$ cat config.mk
export PLATFORM = sky130hd
export DESIGN_NAME = mem_req_ctrl
export DESIGN_NICKNAME = d
export VERILOG_FILES = /design/src/rtl/mem_pkg.sv /design/src/rtl/mem_req_timeout.sv /design/src/rtl/mem_req_ctrl.sv
export SDC_FILE = /design/constraint.sdc
export NUM_CORES = 1
export LEC_CHECK = 0
export BUFFER_PORTS_ARGS = -buffer_cell sky130_fd_sc_hd__buf_4
export CAP_MARGIN = 5
export CELL_PAD_IN_SITES_DETAIL_PLACEMENT = 0
export CELL_PAD_IN_SITES_GLOBAL_PLACEMENT = 1
export CORE_ASPECT_RATIO = 1.75
export CORE_MARGIN = 4
export CORE_UTILIZATION = 38
export CTS_CLUSTER_DIAMETER = 200
export DETAILED_ROUTE_END_ITERATION = 10
export PLACE_DENSITY_LB_ADDON = 0.1
export SETUP_SLACK_MARGIN = 0.1
export SLEW_MARGIN = 0
export SYNTH_ARGS = -nofsm -noshare
export SYNTH_HDL_FRONTEND = slang
export SYNTH_HIERARCHICAL = 1
export SYNTH_SLANG_ARGS = --single-unit
$ cat constraint.sdc
create_clock -name clk -period 3.6 [get_ports clk]
set_input_delay 0.72 -clock clk [delete_from_list [all_inputs] [get_ports clk]]
set_output_delay 0.72 -clock clk [all_outputs]
set_load 0.05 [all_outputs]
$ cat src/rtl/mem_pkg.sv
// Shared definitions for the 16x16 memory request controller.
// Opcodes, default widths and the controller state encoding.
package mem_pkg;

   localparam int MEM_DATA_W = 16;
   localparam int MEM_ADDR_W = 4;

   localparam logic [2:0] OP_WAIT  = 3'd0;
   localparam logic [2:0] OP_READ  = 3'd1;
   localparam logic [2:0] OP_WRITE = 3'd2;
   localparam logic [2:0] OP_CLEAR = 3'd3;

   typedef enum logic [1:0] {
      IDLE = 2'd0,
      BUSY = 2'd1,
      RESP = 2'd2
   } ctrl_state_t;

   function automatic logic op_legal(input logic [2:0] op);
      return (op == OP_READ) || (op == OP_WRITE) || (op == OP_CLEAR);
   endfunction

endpackage

$ cat src/rtl/mem_req_timeout.sv
// BUSY watchdog counter for mem_req_ctrl (used under MEM_REQ_TIMEOUT_EN).
// o_expired flags the edge on which the count would reach TIMEOUT_CYCLES.
module mem_req_timeout #(
   parameter int TIMEOUT_CYCLES = 8
) (
   input  logic clk,
   input  logic rst,
   input  logic i_clr,
   input  logic i_en,
   output logic o_expired
);

   localparam int CW = $clog2(TIMEOUT_CYCLES + 1);
   localparam logic [CW-1:0] LAST = CW'(TIMEOUT_CYCLES - 1);
   localparam logic [CW-1:0] LIMIT = CW'(TIMEOUT_CYCLES);

   logic [CW-1:0] r_cnt;

   always_ff @(posedge clk or posedge rst) begin
      if (rst) begin
         r_cnt <= '0;
      end else if (i_clr) begin
         r_cnt <= '0;
      end else if (i_en && (r_cnt != LIMIT)) begin
         r_cnt <= r_cnt + 1'b1;
      end
   end

   assign o_expired = i_en && (r_cnt == LAST);

endmodule

$ cat src/rtl/mem_req_ctrl.sv
// Request controller in front of the 16x16 memory block.
// Optional BUSY timeout abort is built when MEM_REQ_TIMEOUT_EN is defined.
module mem_req_ctrl
   import mem_pkg::*;
#(
   parameter int DATA_W         = MEM_DATA_W,
   parameter int ADDR_W         = MEM_ADDR_W,
   parameter int TIMEOUT_CYCLES = 8
) (
   input  logic              clk,
   input  logic              rst,
   input  logic              req_valid,
   output logic              req_ready,
   input  logic [2:0]        req_op,
   input  logic [ADDR_W-1:0] req_addr,
   input  logic [DATA_W-1:0] req_wdata,
   output logic              resp_valid,
   input  logic              resp_ready,
   output logic [DATA_W-1:0] resp_rdata,
   output logic              resp_error,
   output logic [2:0]        mem_operation,
   output logic [ADDR_W-1:0] mem_address,
   output logic [DATA_W-1:0] mem_data_in,
   input  logic [DATA_W-1:0] mem_data_out,
   input  logic              mem_done,
   output logic              busy
);

   ctrl_state_t       r_state;
   logic              r_resp_valid;
   logic              r_resp_error;
   logic [DATA_W-1:0] r_resp_rdata;
   logic [2:0]        r_mem_op;
   logic [ADDR_W-1:0] r_mem_addr;
   logic [DATA_W-1:0] r_mem_din;

   logic w_accept;
   logic w_wait;
   logic w_expired;

   assign req_ready = (r_state == IDLE) && !rst;
   assign w_accept  = req_valid && req_ready;
   assign w_wait    = (r_state == BUSY) && !mem_done;
   assign busy      = (r_state != IDLE);

`ifdef MEM_REQ_TIMEOUT_EN
   mem_req_timeout #(
      .TIMEOUT_CYCLES(TIMEOUT_CYCLES)
   ) u_timeout (
      .clk      (clk),
      .rst      (rst),
      .i_clr    (w_accept),
      .i_en     (w_wait),
      .o_expired(w_expired)
   );
`else
   logic w_unused_timeout;
   assign w_unused_timeout = w_wait ^ (TIMEOUT_CYCLES == 0);
   assign w_expired = 1'b0;
`endif

   // Illegal ops bypass the memory: an op of 4-7 would park it in decode.
   always_ff @(posedge clk or posedge rst) begin
      if (rst) begin
         r_state      <= IDLE;
         r_resp_valid <= 1'b0;
         r_resp_error <= 1'b0;
         r_resp_rdata <= '0;
         r_mem_op     <= OP_WAIT;
         r_mem_addr   <= '0;
         r_mem_din    <= '0;
      end else begin
         unique case (r_state)
            IDLE: begin
               if (req_valid) begin
                  if (op_legal(req_op)) begin
                     r_mem_op   <= req_op;
                     r_mem_addr <= req_addr;
                     r_mem_din  <= req_wdata;
                     r_state    <= BUSY;
                  end else begin
                     r_resp_rdata <= '0;
                     r_resp_error <= 1'b1;
                     r_resp_valid <= 1'b1;
                     r_state      <= RESP;
                  end
               end
            end
            BUSY: begin
               if (mem_done) begin
                  r_resp_rdata <= (r_mem_op == OP_READ) ? mem_data_out : '0;
                  r_resp_error <= 1'b0;
                  r_resp_valid <= 1'b1;
                  r_mem_op     <= OP_WAIT;
                  r_state      <= RESP;
               end else if (w_expired) begin
                  r_resp_rdata <= '0;
                  r_resp_error <= 1'b1;
                  r_resp_valid <= 1'b1;
                  r_mem_op     <= OP_WAIT;
                  r_state      <= RESP;
               end
            end
            RESP: begin
               if (resp_ready) begin
                  r_resp_valid <= 1'b0;
                  r_state      <= IDLE;
               end
            end
            default: r_state <= IDLE;
         endcase
      end
   end

   assign resp_valid    = r_resp_valid;
   assign resp_error    = r_resp_error;
   assign resp_rdata    = r_resp_rdata;
   assign mem_operation = r_mem_op;
   assign mem_address   = r_mem_addr;
   assign mem_data_in   = r_mem_din;

endmodule
==> flow_summary.ini, run 1 <==
[status]
status = complete, no violations

[timing]
fin_crit_sh_pct = 59.3
rsz0062_at_grt = no
finalClockSkew_ns = 0.00418
hold_ws_ns = 0.501
hold_viol = 0
tightest_slew_ns = 1.16
setup_tns_ns = 0
finalCriticalPeriod_ns = 2.13
fmaxAchievable_mhz = 469
relSlewSlack_pct = 22.8
slew_viol_final = 0
setup-violations-final = 0

[clock_tree]
cts_tree = yes
cts_resized = 0
clk_pin_slew_worst_paths_ns = 0.07
ctsHoldBuffers = 0
cts_root_buf = clkbuf_8
cts_buffers = 5
cts_max_level = 2
post_cts_buffers = 0
clock_path_buffers = 2
cts.sinks = 43
worstSkewPairLatency_ns = 0.28

[route]
vias_per_cell = 5.04
antenna_left = 0
drt_pass1_iterations = 4
drt_iter0_markers = 38
routed_wl_mm = 4.21
wire_per_inst_um = 15.7
via_count = 1357
drcViolationCount = 0

[synthesis]
yosys.area.top_type = dfrtp_1
synth-async-reset-ratio_pct = 100
netlist_instances = 128
avgSynthCellArea_sq_um = 14.1
synth_common_cells = dfrtp_1 (43), mux2_2 (35), and3_1 (16), inv_1 (5)
synth_top_cells_by_area = dfrtp_1 (59%), mux2_2 (22%), and3_1 (5.5%)
synth_seq_cells = 43
netlist.area_leader.share_pct = 59.5
ys_seq_area_share_pct = 59.5
yosys_most_used_dff = dfrtp_1
syn-num-nets = 172
yosys_warnings = 6
synth.most_common_cell = dfrtp_1
synth_area_sq_um = 1810
yosysUniqueCellTypes = 27
synth_edf_count = 0

[power_and_ir_drop]
vdd_drop_max_uv = 542
total_leakage_power_nw = 1.35
p_per_area_nw_per_um2 = 797

[place]
place_congestion = 0.757
port-buffer-count = 86
hpwl_mm = 3.24

[worst_setup_path]
rrSetupSlack_ns = 1.55
crit_fanout = 6
worstPathArrival_ns = 1.41
crit_required_ns = 2.88
slowest_delay_ns = 0.47
crit_type = flip-flop to output port
reg2reg_depth = 3
start_kind = flip-flop
crit_slowest_cell = dfrtp_1
critPathCaptureType = output port
crit_chain = inv_1, nand2_1, nor2_1, buf_4

[floorplan]
die_y_um = 99.3
core_area_sq_um = 4670
die_w_um = 60.2
dieArea_sq_um = 5970
start_util_pct = 38.8
ios = 87
rows = 33

[cells_and_area]
multiInputGateArea_sq_um = 687
nets = 260
drive_gt1_share_pct = 61.8
seqCellArea_sq_um = 1080
fill_cells = 431
syn_to_final_growth_pct = 42.7
antenna_cells = 0

[global_route]
grt_max_degree = 44
grt_pass1_vias = 1444
antenna_found_initial = 0
grtUsageTotal_pct = 15.2
grt_pass1_wl_mm = 6.83
overflow = 0

[job]
cap_violations = 0

[hold_path]
worstHoldPathType = flip-flop to flip-flop
whs_path_depth = 1
placed cells by master (no fill, tap or decap), drive strengths merged, types with 2 or more instances in the layout:
| cell | instances |
|---|---|
| buf | 87 |
| dfrtp | 43 |
| mux2 | 36 |
| and3 | 16 |
| clkbuf | 7 |
| inv | 5 |
| a22o | 2 |
| nand2 | 2 |
| nor2 | 2 |
| o21ai | 2 |
layout make-up:
type,count,share of cell area [%]
Clock inverter,1,0.194
Timing Repair Buffer,87,25.3
Tap cell,52,2.52
Inverter,5,0.727
Clock buffer,7,2.96
Sequential cell,43,41.7
Multi-Input combinational cell,74,26.6
path summary, 6_finish.rpt:
| check | from | endpoint |
|---|---|---|
| max | r_state[0]$_DFFE_PP0P_ | req_ready |
| min in group asynchronous | rst | mem_data_in[14]$_DFFE_PP0P_ |
| min | mem_data_in[15]$_DFFE_PP0P_ | mem_data_in[15]$_DFFE_PP0P_ |
| max reg2reg | r_state[0]$_DFFE_PP0P_ | resp_rdata[15]$_DFFE_PP0P_ |
| max in group asynchronous | rst | resp_rdata[2]$_DFFE_PP0P_ |
| min reg2reg | mem_data_in[15]$_DFFE_PP0P_ | mem_data_in[15]$_DFFE_PP0P_ |
per-stage QoR:
step | cell area (sq um) | power, mW | std cells | utilization, % | setup slack, ns
2_1_floorplan | 1810 | 1.45 | 128 | - | 1.18
3_3_place_gp | 2500 | 1.77 | 261 | 53.6 | 1.26
3_5_place_dp | 2500 | 1.80 | 261 | 53.6 | 1.18
4_1_cts | 2580 | 2.09 | 269 | 55.3 | 1.44
5_1_grt | 2580 | 2.17 | 269 | 55.3 | 1.33
6_report | 2580 | 2.06 | 269 | 55.3 | 1.47
worst max-delay path: cells and delay by family, from the launching register on:
family	cells	cell delay [ns]
buffers and inverters	2	0.44
DFF	1	0.47
and+or+nand+nor	2	0.23
routing by layer:
layer,vias to the layer above,global-route usage [%],part of all wire [%]
met4,0,5.63,1.1
met5,-,0,0
met2,57,28.2,58
met1,661,15.5,33
li1,635,-,-
met3,4,3.77,8.2
cells by family (layout without fill, tap and decap cells):
| logic type | Yosys count | in the layout | share of synthesized area [%] |
|---|---|---|---|
| flip-flops | 43 | 43 | 59.5 |
| multiplexers | 37 | 37 | 23.0 |
| AND/OR/NAND/NOR | 24 | 24 | 8.16 |
| AO/OA/AOI/OAI | 13 | 13 | 6.02 |
| buffers and inverters | 11 | 100 | 3.39 |
report_power, final:
group / internal (mW) / switching [mW]
clock network: 0.136 / 0.147
logic: 0.352 / 0.684
registers: 0.627 / 0.112
total: 1.11 / 0.942
state kept, by name, summed over array words and instances (netlist names):
register / count
mem_address: 4
mem_data_in: 16
mem_operation: 3
r_state: 2
resp_error: 1
resp_rdata: 16
resp_valid: 1
Power figures use the tool's default switching activity.
==> run 2, diff against run 1 <==
Settings changed: CORE_UTILIZATION 38 to 31.
Clock period 3.6 ns to 1.9 ns, I/O delays scaled along.
==> run 2 against run 1 <==
Compared with the run above: sequential power grew 88%; largest cell class unchanged; total power up 100%; register-to-register slack worse by 1.3 ns; first-iteration DRC count fell by 29%; cell count up 11%; critical endpoint is now busy; sequential share of layout area shrank 2.4 points; wire length up 4.2%; die area up 20%; non-clock buffer count grew 5; cell area up 6.2%.
==> flow_summary.ini, run 2 (synthesis gave the netlist of run 1 again) <==
[route]
drcViolationCount = 0
via_count = 1363
drt_iter0_markers = 27
wire_per_inst_um = 14.7
antenna_left = 0
drt_pass1_iterations = 4
routed_wl_mm = 4.39
vias_per_cell = 4.57

[worst_setup_path]
timing.rr.end = mem_address[2]$_DFFE_PP0P_
rrSetupSlack_ns = 0.22
crit_slowest_cell = dfrtp_1
crit_chain = buf_4, clkinvlp_4, nand2_2, buf_4
critPathCaptureType = output port
worstPathArrival_ns = 1.34
r2r_start = r_state[0]$_DFFE_PP0P_
crit_required_ns = 1.52
crit_path_start = r_state[0]$_DFFE_PP0P_
crit_type = flip-flop to output port
start_kind = flip-flop
reg2reg_depth = 5
crit_fanout = 6
slowest_delay_ns = 0.38
crit_top_cell = buf_4

[timing]
rsz0062_at_grt = no
hold_viol = 0
finalClockSkew_ns = 0.00720
slew_viol_final = 0
hold_ws_ns = 0.132
relSlewSlack_pct = 68.9
setup_tns_ns = 0
setup-violations-final = 0
finalCriticalPeriod_ns = 1.72
fmaxAchievable_mhz = 581
fin_crit_sh_pct = 90.6
tightest_slew_ns = 0.465

[cells_and_area]
antenna_cells = 0
layout_common_cells = buf_4 (88), dfrtp_1 (42), mux2_2 (35)
fill_cells = 534
syn_to_final_growth_pct = 51.5
drive_gt1_share_pct = 65.3
nets = 265
final_common_cell = buf_4

[clock_tree]
cts_root_buf = clkbuf_8
cts_max_level = 2
cts_tree = yes
ctsHoldBuffers = 0
cts.sinks = 43
worstSkewPairLatency_ns = 0.29
cts_buffers = 5
clk_pin_slew_worst_paths_ns = 0.08
post_cts_buffers = 0
clock_path_buffers = 2

[place]
hpwl_mm = 3.42
place_congestion = 0.821
port-buffer-count = 86

[global_route]
grt_pass1_wl_mm = 7.28
antenna_found_initial = 0
grt_max_degree = 44
grt_pass1_vias = 1520
overflow = 0
grtUsageTotal_pct = 13.0

[floorplan]
die_w_um = 65.8
start_util_pct = 32.1
core_area_sq_um = 5630
die_y_um = 109
rows = 36
dieArea_sq_um = 7170
ios = 87

[status]
status = complete, no violations

[hold_path]
worstHoldPathType = primary input to async pin

[power_and_ir_drop]
vdd_drop_max_uv = 828
p_per_area_nw_per_um2 = 1510
total_leakage_power_nw = 1.40

[job]
cap_violations = 0
-- run 2: report_power, final --
| group | leakage [nW] | switching [mW] | internal, mW |
|---|---|---|---|
| Clock | 0.0612 | 0.301 | 0.425 |
| Combinational | 0.799 | 1.32 | 0.709 |
| Sequential | 0.544 | 0.203 | 1.19 |
-- run 2: timing repair --
action | in CTS | in global routing
endpoints found under the setup margin | 2 | 2
resized for setup | 2 | 2
gates cloned | 0 | 0
-- run 2: final cells by class --
type                    instances  area, sq um  area share [%]
flip-flops and latches         43         1080            39.3
inverters                       5         22.5           0.822
clock buffers                   6         82.6            3.01
well taps                      76         95.1            3.47
clock inverters                 2         35.0            1.28
multi-input cells              74          697            25.4
repair buffers                 92          732            26.7
-- run 2: metrics by stage --
stage          instance area, sq um  power, mW  setup WS [ns]  std cells  util [%]
2_1_floorplan                  1820       2.76          0.111        128         -
3_3_place_gp                   2610       3.43          0.222        290      46.4
3_5_place_dp                   2610       3.45          0.164        290      46.4
4_1_cts                        2740       4.20          0.107        298      48.6
5_1_grt                        2740       4.36          0.108        298      48.7
6_report                       2740       4.15          0.179        298      48.7
-- run 2: how the worst max path moves through the flow --
| stage | to | depth (start not counted) |
|---|---|---|
| after floorplan | resp_rdata[1]$_DFFE_PP0P_ | 4 |
| after global placement | mem_address[3]$_DFFE_PP0P_ | 6 |
| after detailed placement | mem_data_in[11]$_DFFE_PP0P_ | 6 |
| after CTS | busy | 3 |
| after global routing | busy | 4 |
| final | busy | 4 |
-- run 2: per-layer routing --
layer / vias up / wire length, um / GRT usage (%)
li1: 643 / - / -
met1: 663 / 1530 / 14.0
met2: 53 / 2430 / 23.1
met3: 4 / 384 / 4.54
met4: 0 / 48 / 4.45
met5: - / 0 / 0
-- run 2: critical path: cells and delay by family, from the launching register on --
kind / cells / cell delay [ns]
DFF: 1 / 0.38
and+or+nand+nor: 1 / 0.13
buffers and inverters: 3 / 0.54
==> run 3, diff against run 2 <==
Settings changed: CORE_UTILIZATION 31 to 33, CTS_BUF_LIST from default to sky130_fd_sc_hd__clkbuf_4 sky130_fd_sc_hd__clkbuf_8.
==> run 3 against run 2 <==
Compared with the run above: total power fell by 2.1%; combinational power barely moved; register-to-register slack got worse by 0.04 ns; clock skew fell by 0.0030 ns; sequential cell count did not move.
==> flow_summary.ini, run 3 (synthesis gave the netlist of run 1 again) <==
[status]
status = complete, no violations

[timing]
hold_viol = 0
relSlewSlack_pct = 52.9
fin_crit_sh_pct = 93.2
tightest_slew_ns = 0.703
finalClockSkew_ns = 0.00423
slew_viol_final = 0
setup-violations-final = 0
fmaxAchievable_mhz = 565
setup_tns_ns = 0
rsz0062_at_grt = yes
finalCriticalPeriod_ns = 1.77
hold_ws_ns = 0.161

[power_and_ir_drop]
combPwrFrac_pct = 50.1
power.switching_mw = 1.82
p_per_area_nw_per_um2 = 1500
clockPowerShare_pct = 15.7
internal_power_mw = 2.24
total_leakage_power_nw = 1.39
vdd_drop_max_uv = 987
p_seq_share_pct = 34.2
swShare_pct = 44.9

[worst_setup_path]
crit_fanout = 8
start_kind = flip-flop
critPathCaptureType = output port
crit_type = flip-flop to output port
worstPathArrival_ns = 1.39
crit_required_ns = 1.52

[clock_tree]
cts_buffers = 5
worstSkewPairLatency_ns = 0.29
ctsHoldBuffers = 0
cts_max_level = 2
post_cts_buffers = 0
clock_path_buffers = 2
cts_tree = yes
cts.sinks = 43
clk_pin_slew_worst_paths_ns = 0.08
cts_root_buf = clkbuf_8

[global_route]
grt_pass1_vias = 1526
grtUsageTotal_pct = 13.8
overflow = 0
grt_max_degree = 25
antenna_found_initial = 0
grt_pass1_wl_mm = 7.25

[route]
wire_per_inst_um = 15.3
drt_pass1_iterations = 4
antenna_left = 0
routed_wl_mm = 4.49
vias_per_cell = 4.68
via_count = 1377
drcViolationCount = 0
drt_iter0_markers = 24

[cells_and_area]
instances_no_fill = 294
fill_cells = 508
nets = 263
drive_gt1_share_pct = 64.5
syn_to_final_growth_pct = 49.9
antenna_cells = 0
layout_common_cells = buf_4 (87), dfrtp_1 (43), mux2_2 (35)
final_common_cell = buf_4
fin_area_sq_um = 2710

[job]
cap_violations = 0

[floorplan]
rows = 35
die_w_um = 64.0
start_util_pct = 34.1
core_area_sq_um = 5300
die_y_um = 106
dieArea_sq_um = 6780
ios = 87

[place]
place_congestion = 0.790
placed_cell_area_sq_um = 2590
dpl.cell_count = 286
hpwl_mm = 3.53
port-buffer-count = 86

[hold_path]
worstHoldPathType = primary input to async pin
## run 3: cell count changes in the layout (fill, tap and decap cells not counted), sizes merged
| cell | delta |
|---|---|
| inv | +1 |
| bufinv | -1 |
| clkinv | -1 |
| clkinvlp | -1 |
| clkbuf | +2 |
| buf | -2 |
## run 3: cell type report
class                           count  area [sq um]  share of cell area, %
Multi-Input combinational cell     74           707                   26.1
Clock buffer                        8           104                   3.83
Timing Repair Buffer               90           713                   26.3
Inverter                            5          18.8                  0.692
Sequential cell                    43          1080                   39.7
Tap cell                           74          92.6                   3.41
## run 3: final timing paths
kind | startpoint | endpoint | slack [ns] | depth (start not counted)
setup / recovery | r_state[1]$_DFFE_PP0P_ | req_ready | 0.13 | 5
hold / removal | rst | resp_rdata[9]$_DFFE_PP0P_ | 0.16 | 2
setup reg to reg | r_state[0]$_DFFE_PP0P_ | mem_data_in[0]$_DFFE_PP0P_ | 0.18 | 4
hold reg to reg | resp_rdata[7]$_DFFE_PP0P_ | resp_rdata[7]$_DFFE_PP0P_ | 0.51 | 1
max in group asynchronous | rst | mem_data_in[0]$_DFFE_PP0P_ | 1.24 | 3
min in group clk | req_wdata[15] | mem_data_in[15]$_DFFE_PP0P_ | 0.31 | 2
## run 3: metal layers
layer	wire length (um)	track usage [%]	part of all wire [%]
met1	1520	13.6	34
met2	2580	26.3	57
met3	316	4.12	7.0
met4	82	4.79	1.8
met5	0	0	0
## run 3: repair_timing
item | CTS | global route
endpoints found under the setup margin | 18 | 40
endpoints found under the hold margin | 0 | 0
gates resized for setup | 1 | 2
## run 3: critical path, cell delays in order (launching register included)
cell and delay (ns):
dfrtp_1 0.41, buf_4 0.19, inv_1 0.09, nand2_1 0.12
nor2_4 0.10, buf_4 0.20
## run 3: power by group through the flow
stage	logic [mW]	registers (mW)	clock network (mW)
3_3_place_gp	2.02	1.39	0
4_1_cts	2.06	1.40	0.664
5_1_grt	2.12	1.43	0.702
3_5_place_dp	2.06	1.40	0
6_report	2.04	1.39	0.637
2_1_floorplan	0.475	2.29	0
## run 3: stage by stage
stage | worst slack [ns] | total power, mW | util, %
global route | 0.0702 | 4.25 | 51.2
CTS | 0.0603 | 4.12 | 51.1
detailed placement | -0.0757 | 3.46 | 49.0
global placement | 0.136 | 3.41 | 49.0
floorplan | 0.111 | 2.76 | -
finish | 0.129 | 4.06 | 51.2
